===== src/rtl/lycan_globals.sv =====
// Shared Lycan definitions: USB packet layout, peripheral word fields and arbiter types.
// Peripheral words are 29 bits; the arbiter prepends a 3-bit source address to make 32.
package lycan_globals;

    localparam int usb_packet_width       = 32;
    localparam int periph_address_width   = 3;
    localparam int periph_word_width      = usb_packet_width - periph_address_width;
    localparam int inputs_per_peripheral  = 1;
    localparam int outputs_per_peripheral = 1;

    localparam int config_flag_bit = 28;
    localparam int valid_bytes_msb = 27;
    localparam int valid_bytes_lsb = 26;

    typedef enum logic {
        IDLE  = 1'b0,
        GRANT = 1'b1
    } arb_state_t;

    // A data word claiming zero valid bytes carries nothing and is discarded.
    function automatic logic is_malformed(input logic [periph_word_width-1:0] word);
        return !word[config_flag_bit] && (word[valid_bytes_msb:valid_bytes_lsb] == 2'b00);
    endfunction

endpackage


===== src/rtl/rr_priority_pick.sv =====
// Round-robin pick: first asserted request at or above rr_ptr, wrapping past the top index.
module rr_priority_pick
    import lycan_globals::*;
#(
    parameter int N = 8,
    parameter int W = periph_address_width
) (
    input  logic [N-1:0] req,
    input  logic [W-1:0] rr_ptr,
    output logic [W-1:0] idx,
    output logic         any
);

    logic [W-1:0] cand;

    always_comb begin
        // NOTE: every variable assigned in always_comb gets a default first, so no latch is inferred.
        idx  = '0;
        any  = 1'b0;
        cand = '0;
        for (int i = 0; i < N; i++) begin
            cand = W'((int'(rr_ptr) + i) % N);
            if (!any && req[cand]) begin
                idx = cand;
                any = 1'b1;
            end
        end
    end

endmodule


===== src/rtl/periph_rx_arbiter.sv =====
// Merges per-peripheral RX FIFOs into the USB TX stream, tagging each packet with its source
// address; round-robin between peripherals with up to BURST_LEN packets per grant.
module periph_rx_arbiter
    import lycan_globals::*;
#(
    parameter int NUM_PERIPH = 8,
    parameter int BURST_LEN  = 4
) (
    input  logic                                           clk,
    input  logic                                           rst_n,
    input  logic [NUM_PERIPH-1:0][periph_word_width-1:0]   periph_rx_data,
    input  logic [NUM_PERIPH-1:0]                          periph_rx_empty,
    output logic [NUM_PERIPH-1:0]                          periph_rx_rden,
    output logic [usb_packet_width-1:0]                    usb_data,
    output logic                                           usb_wren,
    input  logic                                           usb_full,
    output logic [15:0]                                    drop_count
);

    localparam int AW = periph_address_width;
    localparam int BW = $clog2(BURST_LEN + 1);
    localparam logic [AW-1:0] LAST_IDX = AW'(NUM_PERIPH - 1);

    arb_state_t                   state, state_nxt;
    logic [AW-1:0]                rr_ptr, grant, pick_idx;
    logic                         pick_any;
    logic [BW-1:0]                burst_cnt;
    logic                         out_valid, can_accept;
    logic                         pop, release_grant, head_empty;
    logic [periph_word_width-1:0] head;
    logic [NUM_PERIPH-1:0]        req;

    assign req        = ~periph_rx_empty;
    assign head       = periph_rx_data[grant];
    assign head_empty = periph_rx_empty[grant];
    assign usb_wren   = out_valid & ~usb_full;
    assign can_accept = ~out_valid | usb_wren;

    rr_priority_pick #(.N(NUM_PERIPH), .W(AW)) u_pick (
        .req    (req),
        .rr_ptr (rr_ptr),
        .idx    (pick_idx),
        .any    (pick_any)
    );

    always_comb begin
        state_nxt      = state;
        periph_rx_rden = '0;
        pop            = 1'b0;
        release_grant  = 1'b0;
        case (state)
            IDLE: begin
                if (pick_any) state_nxt = GRANT;
            end
            GRANT: begin
                if (head_empty) begin
                    release_grant = 1'b1;
                    state_nxt     = IDLE;
                end else if (can_accept) begin
                    pop                   = 1'b1;
                    periph_rx_rden[grant] = 1'b1;
                    if (burst_cnt == BW'(BURST_LEN - 1)) begin
                        release_grant = 1'b1;
                        state_nxt     = IDLE;
                    end
                end
            end
            default: state_nxt = IDLE;
        endcase
    end

    // NOTE: sequential state uses non-blocking assignments so every register samples pre-edge values.
    always_ff @(posedge clk or negedge rst_n) begin
        if (!rst_n) begin
            state     <= IDLE;
            grant     <= '0;
            rr_ptr    <= '0;
            burst_cnt <= '0;
        end else begin
            state <= state_nxt;
            if (state == IDLE && pick_any) begin
                grant     <= pick_idx;
                burst_cnt <= '0;
            end
            if (pop) burst_cnt <= burst_cnt + 1'b1;
            if (release_grant) rr_ptr <= (grant == LAST_IDX) ? '0 : grant + 1'b1;
        end
    end

    // A drop loads nothing: out_valid still clears if the held word drains this cycle.
    always_ff @(posedge clk or negedge rst_n) begin
        if (!rst_n) begin
            usb_data   <= '0;
            out_valid  <= 1'b0;
            drop_count <= '0;
        end else begin
            if (pop && !is_malformed(head)) begin
                usb_data  <= {grant, head};
                out_valid <= 1'b1;
            end else if (usb_wren) begin
                out_valid <= 1'b0;
            end
            if (pop && is_malformed(head) && drop_count != 16'hFFFF)
                drop_count <= drop_count + 16'd1;
        end
    end

endmodule


===== config.mk =====
export PLATFORM = sky130hd
export DESIGN_NAME = periph_rx_arbiter
export DESIGN_NICKNAME = d
export VERILOG_FILES = /design/src/rtl/lycan_globals.sv /design/src/rtl/rr_priority_pick.sv /design/src/rtl/periph_rx_arbiter.sv
export SDC_FILE = /design/constraint.sdc
export NUM_CORES = 1
export LEC_CHECK = 0
export ABC_AREA = 1
export CORE_UTILIZATION = 35
export CTS_CLUSTER_SIZE = 12
export DETAILED_ROUTE_END_ITERATION = 7
export PLACE_DENSITY = 0.9
export SLEW_MARGIN = 20
export SYNTH_ARGS = -nofsm -noshare
export SYNTH_HDL_FRONTEND = slang
export SYNTH_SLANG_ARGS = --single-unit
export TNS_END_PERCENT = 50

===== constraint.sdc =====
create_clock -name clk -period 2.3 [get_ports clk]
set_input_delay 0.46 -clock clk [delete_from_list [all_inputs] [get_ports clk]]
set_output_delay 0.46 -clock clk [all_outputs]
set_load 0.01 [all_outputs]

Word-level counts from Yosys, hierarchy flattened
Index checks and enable logic that the tools add are counted.

Register bits after elaboration: 59. Input port bits: 243. Output and inout port bits: 57.

Add/subtract/negate cells: 10. Order comparisons: 10. Equality and inequality tests: 3. Mux-type cells: 58. Bitwise operators: 6. Reduce and logical (&&, ||, !) cells: 25.

Operators by type and width (number): $bmux W29 S3 (1); $lt A3 B4 Y1 const B (9); $mux W3 (11); $mux W1 (31); $mux W29 (1); $bmux W1 S3 (9); $mux W8 (3); $add A16 B1 Y16 const B (1); $ne A16 B16 Y1 const B (1); $logic_and A1 B1 Y1 (13); $add A3 B3 Y3 const B (4); $add A3 B1 Y3 const B (3); $logic_not A1 Y1 (9); $not A8 Y8 (1); $add A3 B2 Y3 const B (2); $reduce_bool A2 Y1 (2); $demux W1 S3 (1); $eq A3 B2 Y1 const B (1); $eq A3 B3 Y1 const B (1); $ge A3 B1 Y1 const B (1); $not A1 Y1 (3); $logic_not A2 Y1 (1); $pmux W1 S2 (1); $and A1 B1 Y1 (1); $or A1 B1 Y1 (1).

Logic depth before layout (Yosys ltp)
Depth after elaboration: 28. Depth in mapped cells: 18. Mapped depth without buffers: 16.

Hierarchy
From an unflattened synthesis, not the netlist that was laid out.

Cell total of the unflattened synthesis: 976. Area, all modules: 6035.8 µm².

Modules (own cells, without submodules): periph_rx_arbiter (times used 1, cells each 841, area an instance 5136.2 µm²); rr_priority_pick (times used 1, cells each 135, area an instance 899.6 µm²).

Worst setup path after synthesis
No wires, ideal clock.

Path type: register to register. From: register rr_ptr[0]. To: register grant[0]. Library setup time: 0.117 ns. Arrival: 2.037 ns. Data required time: 2.183 ns. Setup slack: 0.146 ns. Stages on the path, launching flop included: 16. Buffers on the path: 2. Clock period less this slack: 2.154 ns. Cells stage by stage: dfrtp_1 -> buf_6 -> inv_2 -> buf_6 -> ha_1 -> inv_1 -> nand3_1 -> nand3_1 -> nand2_1 -> nand4_2 -> nor2_2 -> nand4_1 -> nand2_2 -> inv_1 -> nand3_1 -> nand2_1.

Longest elaborated chain between the ends: 25.

Ends and longest elaborated chain: start: declaration (line periph_rx_arbiter.sv:25) `logic [AW-1:0] rr_ptr, grant, pick_idx;`; start signal: assignment (line periph_rx_arbiter.sv:86) `if (release_grant) rr_ptr <= (grant == LAST_IDX) ? '0 : grant + 1'b1;`; branches (longest 25 deep; another with $add A3 B1 Y3); end signal: assignment (line periph_rx_arbiter.sv:82) `grant <= pick_idx;`; end: declaration (line periph_rx_arbiter.sv:25).

Several ways; the timed one is not identified. The select of a mux whose other input is x is not followed. A chain may end at the register's enable or synchronous reset.

Worst setup path after layout
From: input periph_rx_empty[7]. To: output periph_rx_rden[4].

Longest elaborated chain between the ends: 4.

Ends and longest elaborated chain: start: declaration (line periph_rx_arbiter.sv:12) `input logic [NUM_PERIPH-1:0] periph_rx_empty,`; $bmux W1 S3 (line periph_rx_arbiter.sv:35) `assign head_empty = periph_rx_empty[grant];`; $mux W1 (not written as such) (line periph_rx_arbiter.sv:35); $mux W8 (line periph_rx_arbiter.sv:56) `if (head_empty) begin`; $mux W8 (line periph_rx_arbiter.sv:51) `case (state)`; end: declaration (line periph_rx_arbiter.sv:13) `output logic [NUM_PERIPH-1:0] periph_rx_rden,`.

Every way passes these cells. The select of a mux whose other input is x is not followed.

==> results.py <==
metrics = {
    "run_status": {
        "outcome": "complete, no violations",
    },
    "worst_setup_path": {
        "r2r-start": "grant[0]",
        "r2r_slack_ps": 90,
        "arrival_ps": 1790,
        "start_kind": "input port",
        "slowest_stage": "clkdlybuf4s50_1",
        "cpMostUsedCell": "nand2_1",
        "max_stage_delay_ps": 420,
        "reg2reg_depth": 15,
        "cp-end-kind": "output pin",
        "critPathKind": "input port to output pin",
        "critPathRequiredTime_ps": 1840,
        "r2r-end": "drop_count[0]",
        "crit_chain": "clkdlybuf4s50_1 > nand2_1 > nand2_1 > nand2_1 > nand2_1 > nand2_1 > nand2_1 > inv_2 > nand3_4 > nor2_2 > clkdlybuf4s15_2",
        "cp_max_fo": 5,
    },
    "grt": {
        "grt_pass1_wl_um": 34200,
        "grtUsageMet3_pct": 6.51,
        "grt_max_degree": 38,
        "grt_remaining_overflow": 0,
        "grt_pass1_vias": 6270,
        "track_usage_pct": 30.7,
        "grt_use_met2_pct": 47.0,
        "antenna_found_initial": 7,
        "top_usage_layer": "met2",
        "grtUsageMet1_pct": 42.2,
    },
    "timing": {
        "holdWs_ps": 118,
        "tightest_slew_ps": 632,
        "timing.final.ws_setup_ps": 49.6,
        "rsz0062_at_grt": "true",
        "skew_ps": 10.5,
        "min_period_ps": 2250,
        "slew_headroom_pct": 57.4,
        "maxSlewViolCount": 0,
        "hold_violations": 0,
        "fmax_mhz": 444,
        "setup_viol": 0,
        "min_period_over_period_pct": 97.8,
    },
    "die": {
        "ios": 300,
        "die_area_um2": 14900,
        "die_h_um": 122,
        "core-area_um2": 13900,
        "start_util_pct": 36.1,
        "fp.dieW_um": 122,
        "num_rows": 43,
    },
    "clocking": {
        "clock-sinks": 59,
        "h-tree-depth": 3,
        "numCtsBuffers": 9,
        "clkTransAtPathRegs_ps": 60,
        "postCtsHoldBufs": 0,
        "max-clock-path-buffers": 2,
        "clockRootBuffer": "clkbuf_16",
        "cts_tree": "done",
        "clk_latency_ps": 330,
    },
    "power": {
        "power.density_nw_per_um2": 1160,
        "p_leak_nw": 3.90,
        "max-vdd-ir-drop_mv": 0.617,
    },
    "finish": {
        "area_growth_pct": 75.9,
        "final_nets": 1318,
        "finish.utilization_pct": 63.6,
        "drive_gt1_share_pct": 12.4,
        "final_area_um2": 8860,
    },
    "flow_run": {
        "cap_violations": 0,
    },
    "yosys": {
        "syn_inst": 749,
        "synth_edf_count": 0,
        "synth_cell_types": 43,
        "synthArstFlopShare_pct": 100,
        "yosys_warnings": 0,
        "ys_seq_elements": 59,
        "synth-main-ff-cell": "dfrtp_1",
        "synth_area_um2": 5040,
        "syn-mean-instance-area_um2": 6.72,
        "syn-num-nets": 999,
        "ys_seq_area_share_pct": 29.3,
    },
    "drt": {
        "dr_total_vias": 6814,
        "routed_wl_um": 23000,
        "ant_nets": 0,
        "drtIter0Drc": 667,
        "vias_per_cell": 5.41,
        "drc_errors": 0,
        "wl_per_cell_um": 18.3,
        "first_pass_iters": 6,
    },
    "placed_design": {
        "place_ws_ps": -351,
        "dp_hpwl_um": 18900,
        "dpl_cell_area_um2": 8470,
        "gp_congestion": 0.929,
        "port_buffers": 299,
    },
    "worst_hold_path": {
        "hold_class": "input port to async pin",
    },
}
## Yosys cell counts (10+ instances only)
master	count	area (µm²)
nand3_1	77	385
nor2_1	32	120
dfrtp_1	59	1480
a221oi_1	24	210
nand4_1	29	181
o21ai_2	11	96.3
o21ai_0	20	100
clkbuf_1	13	48.8
a22oi_1	34	255
xor2_1	12	105
inv_1	50	188
nand2_1	288	1080
inv_2	10	37.5
## stage by stage
stage,total power [W],instances,TNS (ps)
2_1_floorplan,0.00582,749,0
3_3_place_gp,0.00854,1232,-3170
3_5_place_dp,0.00863,1232,-8080
4_1_cts,0.0100,1248,-5.31
5_1_grt,0.0111,1259,-209
6_report,0.0103,1260,0
## power breakdown
part	switching, W	leakage (nW)	total (W)	internal (W)
registers	0.000349	0.757	0.00179	0.00144
clock network	0.000506	0.142	0.00135	0.000843
logic	0.00413	3.00	0.00713	0.00300
total	0.00499	3.90	0.0103	0.00529
## cells in the final DEF (no fill, tap or decap), types with 5 or more instances in the layout
cell	instances
a22oi_1	34
nand3_1	77
nand3_2	6
nand2_1	285
inv_2	13
ha_1	7
clkdlybuf4s50_1	288
xor2_1	12
inv_1	47
clkbuf_2	5
o21ai_1	7
diode_2	7
dfrtp_1	56
xnor2_1	5
clkbuf_16	9
buf_4	36
a21oi_1	7
o21ai_2	11
nand2_2	5
buf_12	10
nand4_1	29
o21ai_0	19
a221oi_1	24
nor2_1	29
## flip-flops by register name, summed over array words and instances (netlist names)
register and cells:
usb_data 32, drop_count 16, burst_cnt 3, grant 3, rr_ptr 3, out_valid 1, state 1
## how the worst max path moves through the flow
stage                     cells past startpoint  slack, ps          startpoint                end
after floorplan                              15        150           rr_ptr[0]           grant[0]
after global placement                       11       -260  periph_rx_empty[6]  periph_rx_rden[5]
after detailed placement                     11       -350  periph_rx_empty[6]  periph_rx_rden[5]
after CTS                                    11         -4  periph_rx_empty[6]  periph_rx_rden[5]
after global routing                         15        -50           rr_ptr[0]           grant[0]
final                                        11         50  periph_rx_empty[7]  periph_rx_rden[4]
## cells by family after synthesis
family	share of synthesized area (%)
and+or+nand+nor	39.7
buffers and inverters	9.66
DFF	29.3
xor gates and xnor gates	2.96
adders and majority gates	1.74
AOI/OAI and AO/OA	16.7
## worst max-delay path, delay by kind of cell
family	cells	cell delay, ps
buffers and inverters	3	750
AND/OR/NAND/NOR	8	580
## what timing repair did
item	4_1_cts	5_1_grt
endpoints found under the setup margin	8	64
resized for setup	21	25
gates cloned	0	1
pin swaps	0	4
buffers inserted	0	4
## layout make-up
class                   count  area, µm²
clock buffers               9        225
repair buffers            347       3460
diodes                      7       17.5
flip-flops and latches     59       1480
inverters                  62        240
clock inverters             7       76.3
multi-input cells         589       3140
fillers                  1167       5080
well taps                 180        225
## routing by layer
metal / share of wire (%) / wire (µm)
met2: 46 / 10700
met3: 8.7 / 2000
met4: 2.9 / 678
met1: 42 / 9650
met5: 0 / 0
No activity file was read; power rests on OpenSTA's default activity.
